### src/rtl/parity_serial_tx_4bit.sv
// rtl/parity_serial_tx_4bit.sv - 4-bit parity frame serializer: start, 4 data LSB first, parity, stop
// Optional macro PARITY_TX_ERR_INJ_EN adds err_inject to invert the parity bit of one frame.
module parity_serial_tx_4bit #(
    parameter int   BIT_DIV    = 1,
    parameter logic IDLE_LEVEL = 1'b1
) (
    input  logic       clk,
    input  logic       rst,
    input  logic [3:0] data_in,
    input  logic       parity_mode,
    input  logic       in_valid,
`ifdef PARITY_TX_ERR_INJ_EN
    input  logic       err_inject,
`endif
    output logic       in_ready,
    output logic       tx_out,
    output logic       tx_bit_stb,
    output logic       busy,
    output logic       tx_done
);

    localparam int CW_RAW = $clog2(BIT_DIV + 1);
    localparam int CW     = (CW_RAW < 1) ? 1 : CW_RAW;
    localparam logic [CW-1:0] DIV_LAST = CW'(BIT_DIV - 1);

    typedef enum logic [2:0] {
        IDLE,
        START,
        DATA,
        PARITY,
        STOP
    } state_t;

    state_t          state;
    logic [CW-1:0]   div_cnt;
    logic [1:0]      bit_idx;
    logic [3:0]      data_q;
    logic            par_q;
    logic            inj;
    logic            bit_end;

`ifdef PARITY_TX_ERR_INJ_EN
    assign inj = err_inject;
`else
    assign inj = 1'b0;
`endif

    // Last cycle of the current serial bit; the next level is loaded on this edge.
    assign bit_end = (div_cnt == DIV_LAST);

    always_ff @(posedge clk) begin
        if (rst) begin
            state      <= IDLE;
            div_cnt    <= '0;
            bit_idx    <= '0;
            data_q     <= '0;
            par_q      <= 1'b0;
            tx_out     <= IDLE_LEVEL;
            in_ready   <= 1'b1;
            busy       <= 1'b0;
            tx_done    <= 1'b0;
            tx_bit_stb <= 1'b0;
        end else begin
            tx_done    <= 1'b0;
            tx_bit_stb <= 1'b0;
            if (state != IDLE) begin
                div_cnt <= bit_end ? '0 : div_cnt + 1'b1;
            end
            case (state)
                IDLE: begin
                    tx_out <= IDLE_LEVEL;
                    if (in_valid) begin
                        data_q     <= data_in;
                        par_q      <= ^data_in ^ parity_mode ^ inj;
                        state      <= START;
                        tx_out     <= ~IDLE_LEVEL;
                        tx_bit_stb <= 1'b1;
                        busy       <= 1'b1;
                        in_ready   <= 1'b0;
                        div_cnt    <= '0;
                    end
                end
                START: begin
                    if (bit_end) begin
                        state      <= DATA;
                        bit_idx    <= 2'd0;
                        tx_out     <= data_q[0];
                        tx_bit_stb <= 1'b1;
                    end
                end
                DATA: begin
                    if (bit_end) begin
                        tx_bit_stb <= 1'b1;
                        if (bit_idx == 2'd3) begin
                            state  <= PARITY;
                            tx_out <= par_q;
                        end else begin
                            bit_idx <= bit_idx + 2'd1;
                            tx_out  <= data_q[bit_idx + 2'd1];
                        end
                    end
                end
                PARITY: begin
                    if (bit_end) begin
                        state      <= STOP;
                        tx_out     <= IDLE_LEVEL;
                        tx_bit_stb <= 1'b1;
                    end
                end
                STOP: begin
                    if (bit_end) begin
                        state    <= IDLE;
                        tx_out   <= IDLE_LEVEL;
                        tx_done  <= 1'b1;
                        busy     <= 1'b0;
                        in_ready <= 1'b1;
                    end
                end
                default: begin
                    state    <= IDLE;
                    tx_out   <= IDLE_LEVEL;
                    busy     <= 1'b0;
                    in_ready <= 1'b1;
                end
            endcase
        end
    end

endmodule

### config.mk
export PLATFORM = sky130hd
export DESIGN_NAME = parity_serial_tx_4bit
export DESIGN_NICKNAME = d
export VERILOG_FILES = /design/src/rtl/parity_serial_tx_4bit.sv
export SDC_FILE = /design/constraint.sdc
export NUM_CORES = 1
export LEC_CHECK = 0
export CELL_PAD_IN_SITES_DETAIL_PLACEMENT = 1
export CELL_PAD_IN_SITES_GLOBAL_PLACEMENT = 2
export CORE_MARGIN = 3
export CORE_UTILIZATION = 31
export CTS_BUF_LIST = sky130_fd_sc_hd__clkbuf_8 sky130_fd_sc_hd__clkbuf_16
export CTS_CLUSTER_DIAMETER = 30
export DETAILED_ROUTE_END_ITERATION = 8
export PLACE_DENSITY = 0.77
export REMOVE_ABC_BUFFERS = 1
export SKIP_LAST_GASP = 1
export SLEW_MARGIN = 20
export SYNTH_ARGS = -nofsm -noshare
export SYNTH_HDL_FRONTEND = slang
export SYNTH_SLANG_ARGS = --single-unit
### constraint.sdc
create_clock -name clk -period 1.7 [get_ports clk]
set_input_delay 0.34 -clock clk [delete_from_list [all_inputs] [get_ports clk]]
set_output_delay 0.34 -clock clk [all_outputs]
set_load 0.005 [all_outputs]
# Yosys cells after proc, flatten, opt, wreduce, memory -nomap -nowiden

Cells that the tools add are included.

Bitwise logic cells: 3
Magnitude comparators: 1
Muxes and demuxes: 31
Reductions and logical operators: 12
Add/subtract/negate cells: 2
Eq/ne operators: 13

Operators with widths:

| kind                | number |
|---|---|
| $mux 3              | 6 |
| $ne 2x2->1 const B  | 8 |
| $mux 1              | 15 |
| $pmux 3 s5          | 1 |
| $eq 3x2->1 const B  | 2 |
| $mux 2              | 3 |
| $pmux 1 s3          | 2 |
| $reduce_and 3->1    | 2 |
| $reduce_and 6->1    | 1 |
| $pmux 1 s4          | 1 |
| $pmux 2 s2          | 1 |
| $reduce_and 4->1    | 1 |
| $reduce_or 2->1     | 2 |
| $reduce_xor 4->1    | 1 |
| $eq 3x1->1 const B  | 1 |
| $eq 3x3->1 const B  | 1 |
| $logic_not 3->1     | 1 |
| $lt 2x3->1 const B  | 1 |
| $reduce_bool 3->1   | 1 |
| $reduce_or 3->1     | 1 |
| $add 2x1->2 const B | 1 |
| $bmux 1 s2          | 1 |
| $eq 2x2->1 const B  | 1 |
| $not 1->1           | 2 |
| other kinds (5)     | 5 |

Flip-flop bits (word level): 16
Bits of input ports: 8
Logic and storage cells: 72
Output and inout bits: 5

# Longest topological paths before layout

Gate-level depths: netlist of the first run.

Word-level depth: 6
Depth in mapped cells: 5
Mapped depth without buffers: 5

# Worst setup path after synthesis of the first run

Ideal clock, no wire load.

Path kind: reg2reg
Start: register bit_idx[0]
End: register tx_out
Path buffers: 0
Arrival: 1.233 ns
Data required time: 1.570 ns
Clock period less this slack: 1.363 ns
Slack: 0.337 ns
Setup time: 0.130 ns
Cell stages (with the launch flop): 5
Path through: dfxtp_1 > ha_1 > mux4_2 > nand3_1 > a32oi_1

Word-level cells in the longest chain between the ends: 6
Elaborated cells on any way between the ends: 7
Those cells by class: add/sub (1); eq/ne (1); mux (5)

Ends and longest elaborated chain:

| element                      | RTL line | RTL |
|---|---|---|
| start: declaration           | 36       | `logic [1:0] bit_idx;` |
| start signal: assignment     | 98       | `bit_idx <= bit_idx + 2'd1;` |
| $add 2x1->2                  | 99       | `tx_out <= data_q[bit_idx + 2'd1];` |
| $bmux 1 s2                   | 99       |  |
| $mux 1 (implied by the code) | 99       |  |
| $mux 1 *                     | 94       | `if (bit_idx == 2'd3) begin` |
| $mux 1 *                     | 92       | `if (bit_end) begin` |
| $pmux 1 s4 *                 | 69       | `case (state)` |
| end signal: assignment       | 76       | `tx_out <= ~IDLE_LEVEL;` |
| end signal: assignment       | 96       | `tx_out <= par_q;` |
| end signal: assignment       | 99       |  |
| end: declaration             | 16       | `output logic tx_out,` |

Mark *: on every way between the ends. The rest lies on a longest branch, timed or not. The select of a mux whose other input is x is not followed.
A chain may end at the register's enable or synchronous reset.

# Worst setup path in the final report of the first run

Ends and elaborated chain as after synthesis.

==> flow_metrics.py, run 1 <==
metrics = {
    "status": {
        "status": "finished clean",
    },
    "setup_path": {
        "path_class": "register to register",
        "start_kind": "register",
        "crit_fanout": 4,
        "arrival_ns": 1.58,
        "cp.required_ns": 1.81,
        "end_kind": "register",
    },
    "cts": {
        "clk_path_buf_depth": 2,
        "clockRootBuffer": "clkbuf_8",
        "clkLatencyLatePin_ns": 0.25,
        "cts_buffers": 3,
        "post_cts_buffers": 0,
        "cts_tree": "done",
        "post_cts_resize_count": 0,
        "htree_levels": 1,
        "clkSinkCount": 16,
        "cts_hold_buf": 0,
        "clk_pin_slew_ns": 0.06,
    },
    "sta": {
        "timing.hold.ws_ns": 0.4970,
        "fin_crit_sh_pct": 86.04,
        "slew_violations": 0,
        "skew_ns": 0.004199,
        "setup_tns_ns": 0,
        "worst_pin_slew_ns": 0.4478,
        "max_slew_margin_pct": 70.10,
        "rsz0062_at_grt": "no",
        "finalSetupViolations": 0,
        "period_needed_ns": 1.463,
        "fmax_mhz": 683.7,
        "hold_viol_final": 0,
    },
    "worst_hold_path": {
        "holdCritPathClass": "register to register",
    },
    "final_layout": {
        "layout_common_cells": "dfxtp_1, nor2_1, clkdlybuf4s50_1",
        "layout-drive-gt1-share_pct": 12.50,
        "final_common_cell": "dfxtp_1",
        "layout.nets": 107,
        "area_growth_pct": 25.52,
        "antenna_cells": 0,
    },
    "logic_synthesis": {
        "synth_top_area_share_pct": 40.83,
        "synth.area.top_cells": "dfxtp_1, mux2i_1, nor2_1, xnor2_1, a21oi_1",
        "syn-cell-area_um2": 784.5,
        "avgSynthCellArea_um2": 9.567,
        "synthFlopType": "dfxtp_1",
        "synth_seq_area_share_pct": 40.83,
        "async_flop_share_pct": 0,
        "yosys_warnings": 0,
        "synth_largest_area_cell": "dfxtp_1",
        "synth_cells": 82,
        "ys_seq_elements": 16,
        "yosysUniqueCellTypes": 33,
        "synth_edf_count": 0,
    },
    "route": {
        "via_count": 636,
        "vias_per_cell": 5.129,
        "wl_per_cell_um": 13.85,
        "routed_wl_mm": 1.717,
        "dr.pass1.iters": 4,
        "drc": 0,
        "drtIter0Drc": 1,
        "antenna_left": 0,
    },
    "power": {
        "p_leak_nw": 0.4000,
        "peakVddDrop_uv": 708.4,
        "power_density_mw_per_mm2": 999.3,
    },
    "die": {
        "core_area_mm2": 0.002297,
        "initial_utilization_pct": 34.15,
        "die_w_um": 56.31,
        "dieArea_mm2": 0.003170,
        "row_count": 17,
        "die_h_um": 56.31,
        "io_pins": 13,
    },
    "grt": {
        "grt_max_degree": 14,
        "grt_pass1_wl_mm": 2.870,
        "antenna_found_initial": 0,
        "gr-usage-all-layers_pct": 11.66,
        "overflow": 0,
        "grt_pass1_vias": 641,
    },
    "place": {
        "dp_hpwl_mm": 1.348,
        "gp_routability_congestion": 0.7159,
        "io_buffers": 12,
    },
    "run": {
        "cap_violations": 0,
    },
}
-- power breakdown --
part,switching [mW],total (mW),internal [mW]
registers,0.0399,0.453,0.413
logic,0.110,0.251,0.141
clock network,0.123,0.280,0.157
-- state kept, by name (all words and copies together) (netlist names) --
name        count
data_q          4
state           3
bit_idx         2
busy            1
div_cnt         1
in_ready        1
par_q           1
tx_bit_stb      1
tx_done         1
tx_out          1
-- through the flow --
step | util, % | setup WS (ns) | total power, mW | cell area [um^2] | cells
2_1_floorplan | - | 0.3255 | 0.6156 | 758.2 | 77
3_3_place_gp | 41.07 | 0.08100 | 0.7088 | 943.4 | 121
3_5_place_dp | 41.07 | 0.03245 | 0.7142 | 943.4 | 121
4_1_cts | 42.86 | 0.2235 | 0.9962 | 984.7 | 124
5_1_grt | 42.86 | 0.1466 | 1.040 | 984.7 | 124
6_report | 42.86 | 0.2374 | 0.9840 | 984.7 | 124
-- kinds of logic after synthesis --
family	count (synthesis)	share of synthesized area [%]
compound gates	14	11.96
xor+xnor	5	7.337
fa+ha+maj	1	1.595
buf+inv	6	3.827
flops	16	40.83
mux	6	9.250
simple gates	34	25.20
-- critical path, cell delays in order, from the launching register on --
cell and delay, ns:
dfxtp_1 0.33, ha_1 0.33, mux4_2 0.50, nand3_1 0.11
a32oi_1 0.06
-- final cells by class --
| type | count | area (um^2) |
|---|---|---|
| fillers | 268 | 1313 |
| multi-input cells | 60 | 434.2 |
| flip-flops and latches | 16 | 320.3 |
| repair buffers | 16 | 150.1 |
| clock buffers | 3 | 41.29 |
| well taps | 28 | 35.03 |
| inverters | 1 | 3.754 |
-- metal layers --
metal | routed length, um | up-vias | global-route usage [%] | share of wire, %
li1 | - | 322 | - | -
met1 | 772 | 298 | 12.57 | 45
met2 | 862 | 14 | 20.37 | 50
met3 | 75 | 2 | 5.057 | 4.4
met4 | 7 | 0 | 3.729 | 0.41
met5 | 0 | - | 0 | 0
-- Yosys cell counts, types with 2 or more instances --
| cell | n |
|---|---|
| mux2i_1 | 5 |
| nor3_1 | 3 |
| buf_2 | 3 |
| a21oi_1 | 5 |
| o21ai_0 | 2 |
| nand2_1 | 3 |
| a32oi_1 | 2 |
| nand3_1 | 3 |
| nor4_1 | 2 |
| nand3b_1 | 2 |
| dfxtp_1 | 16 |
| xnor2_1 | 3 |
| nor2_1 | 13 |
-- worst paths after layout --
path	depth (start not counted)	endpoint	slack (ns)	from
max	4	tx_out$_SDFFE_PP1P_	0.24	bit_idx[0]$_SDFFE_PP0P_
min	2	bit_idx[0]$_SDFFE_PP0P_	0.50	bit_idx[0]$_SDFFE_PP0P_
max reg2reg	4	tx_out$_SDFFE_PP1P_	0.24	bit_idx[0]$_SDFFE_PP0P_
min reg2reg	2	bit_idx[0]$_SDFFE_PP0P_	0.50	bit_idx[0]$_SDFFE_PP0P_
Note: power is estimated with default switching activity, not from simulation.
==> inputs of run 2 (changes only) <==
- CTS_CLUSTER_SIZE: unset -> 14
==> results of run 2 <==
Final layout, timing and power as in run 1 (identical DEF).
==> inputs of run 3 (changes only) <==
--- a/constraint.sdc
+++ b/constraint.sdc
@@ -3,2 +3,2 @@
 set_output_delay 0.34 -clock clk [all_outputs]
-set_load 0.005 [all_outputs]
+set_load 0.1 [all_outputs]
==> run 3 against run 2 <==
Effect of this change: register-to-register slack is essentially flat; core utilization grew 2.5 points; fmax grew 0.23%; largest cell class unchanged.
==> flow_metrics.py, run 3 (synthesized netlist as in run 1, its figures left out) <==
metrics = {
    "final_layout": {
        "layout_common_cells": "dfxtp_1, nor2_1, clkdlybuf4s50_1",
        "final_cells": 125,
        "antenna_cells": 0,
        "final_area_mm2": 0.001042,
        "post-route-util_pct": 45.37,
        "multi_input_area_um2": 434.2,
        "layout-drive-gt1-share_pct": 18.56,
        "fillers": 262,
        "reg_top3": "data_q x4, state x3, bit_idx x2",
        "area_growth_pct": 32.85,
        "layout.nets": 108,
        "ff_latch_area_um2": 320.3,
        "largest-register": "data_q",
        "largest_reg_flops": 4,
        "final_common_cell": "dfxtp_1",
    },
    "setup_path": {
        "crit_family": "multiplexers",
        "regToRegSetupSlack_ns": 0.24,
        "path_buf_inv": 0,
        "cp.required_ns": 1.81,
        "crit_fanout": 4,
        "crit_cells": 4,
        "worstSetupStartpoint": "bit_idx[0]$_SDFFE_PP0P_",
        "start_kind": "register",
        "r2r-start": "bit_idx[0]$_SDFFE_PP0P_",
        "slowest_delay_ns": 0.50,
        "timing.rr.end": "tx_out$_SDFFE_PP1P_",
        "cp_slowest_cell": "mux4_2",
        "end_kind": "register",
        "path_cells": "ha_1 -> mux4_2 -> nand3_1 -> a32oi_1",
        "arrival_ns": 1.57,
        "r2r_cells": 4,
        "endpoint": "tx_out$_SDFFE_PP1P_",
        "path_class": "register to register",
    },
    "cts": {
        "clk_path_buf_depth": 2,
        "clkSinkCount": 16,
        "post_cts_buffers": 0,
        "clk_pin_slew_ns": 0.06,
        "post_cts_resize_count": 0,
        "cts_tree": "done",
        "clkLatencyLatePin_ns": 0.24,
        "cts_buffers": 3,
        "htree_levels": 1,
        "clockRootBuffer": "clkbuf_8",
        "cts_hold_buf": 0,
    },
    "place": {
        "dp_hpwl_mm": 1.357,
        "dp_cells": 122,
        "gp_routability_congestion": 0.6814,
        "place_worst_setup_slack_ns": 0.05149,
        "io_buffers": 12,
        "dpl-instance-area_mm2": 0.001001,
    },
    "route": {
        "vias_per_cell": 5.104,
        "drtIter0Drc": 0,
        "wl_per_cell_um": 13.30,
        "drc": 0,
        "dr.max_layer_used": "met4",
        "dr.pass1.iters": 1,
        "wl_met2_um": 787,
        "via_count": 638,
        "antenna_left": 0,
        "met1_length_um": 793,
        "wl_met3_um": 75,
        "routed_wl_mm": 1.663,
    },
    "worst_hold_path": {
        "holdCritPathClass": "register to register",
    },
    "die": {
        "die_h_um": 56.31,
        "row_count": 17,
        "core_area_mm2": 0.002297,
        "initial_utilization_pct": 34.15,
        "io_pins": 13,
        "dieArea_mm2": 0.003170,
        "die_w_um": 56.31,
    },
    "power": {
        "power_density_mw_per_mm2": 1069,
        "peakVddDrop_uv": 630.3,
        "p_leak_nw": 0.4320,
        "power_mw": 1.115,
    },
    "sta": {
        "worst_slack_ns": 0.2406,
        "slew_violations": 0,
        "timing.hold.ws_ns": 0.5083,
        "hold_viol_final": 0,
        "setup_tns_ns": 0,
        "max_slew_margin_pct": 71.53,
        "rsz0062_at_grt": "no",
        "worst_pin_slew_ns": 0.4264,
        "period_needed_ns": 1.459,
        "finalSetupViolations": 0,
        "fmax_mhz": 685.2,
        "fin_crit_sh_pct": 85.84,
        "skew_ns": 0.002673,
    },
    "grt": {
        "gr-usage-all-layers_pct": 11.95,
        "grt_pass1_wl_mm": 2.994,
        "grt_pass1_vias": 674,
        "antenna_found_initial": 0,
        "grt_max_degree": 12,
        "overflow": 0,
    },
    "status": {
        "status": "finished clean",
    },
    "run": {
        "cap_violations": 0,
    },
}
-- run 3: worst min-delay path: stages, from the launching register on --
cell and delay (ns):
dfxtp_1 0.33, mux2i_1 0.07, nor2_1 0.07
-- run 3: worst min path at each step --
stage | from | endpoint | slack [ns] | cells past startpoint
detailed placement | data_q[2]$_SDFFE_PP0P_ | data_q[2]$_SDFFE_PP0P_ | 0.50 | 2
CTS | data_q[2]$_SDFFE_PP0P_ | data_q[2]$_SDFFE_PP0P_ | 0.51 | 2
floorplan | rst | bit_idx[0]$_SDFFE_PP0P_ | 0.41 | 1
global placement | bit_idx[1]$_SDFFE_PP0P_ | bit_idx[1]$_SDFFE_PP0P_ | 0.48 | 2
finish | data_q[2]$_SDFFE_PP0P_ | data_q[2]$_SDFFE_PP0P_ | 0.51 | 2
global route | bit_idx[0]$_SDFFE_PP0P_ | bit_idx[0]$_SDFFE_PP0P_ | 0.55 | 2
-- run 3: power by group --
group / switching, mW / total [mW] / internal (mW)
Combinational: 0.210 / 0.381 / 0.171
Sequential: 0.0459 / 0.459 / 0.414
Clock: 0.118 / 0.274 / 0.157
Total: 0.374 / 1.11 / 0.741
-- run 3: cell type report --
| cell class | instances | area share, % |
|---|---|---|
| flip-flops and latches | 16 | 30.73 |
| repair buffers | 17 | 19.93 |
| clock buffers | 3 | 3.962 |
| inverters | 1 | 0.3601 |
| multi-input cells | 60 | 41.66 |
| well taps | 28 | 3.361 |
-- run 3: routing by layer --
| layer | up-vias | global-route usage, % |
|---|---|---|
| met1 | 300 | 14.80 |
| met3 | 2 | 4.828 |
| li1 | 324 | - |
| met2 | 12 | 19.03 |
| met4 | 0 | 3.390 |
| met5 | - | 0 |
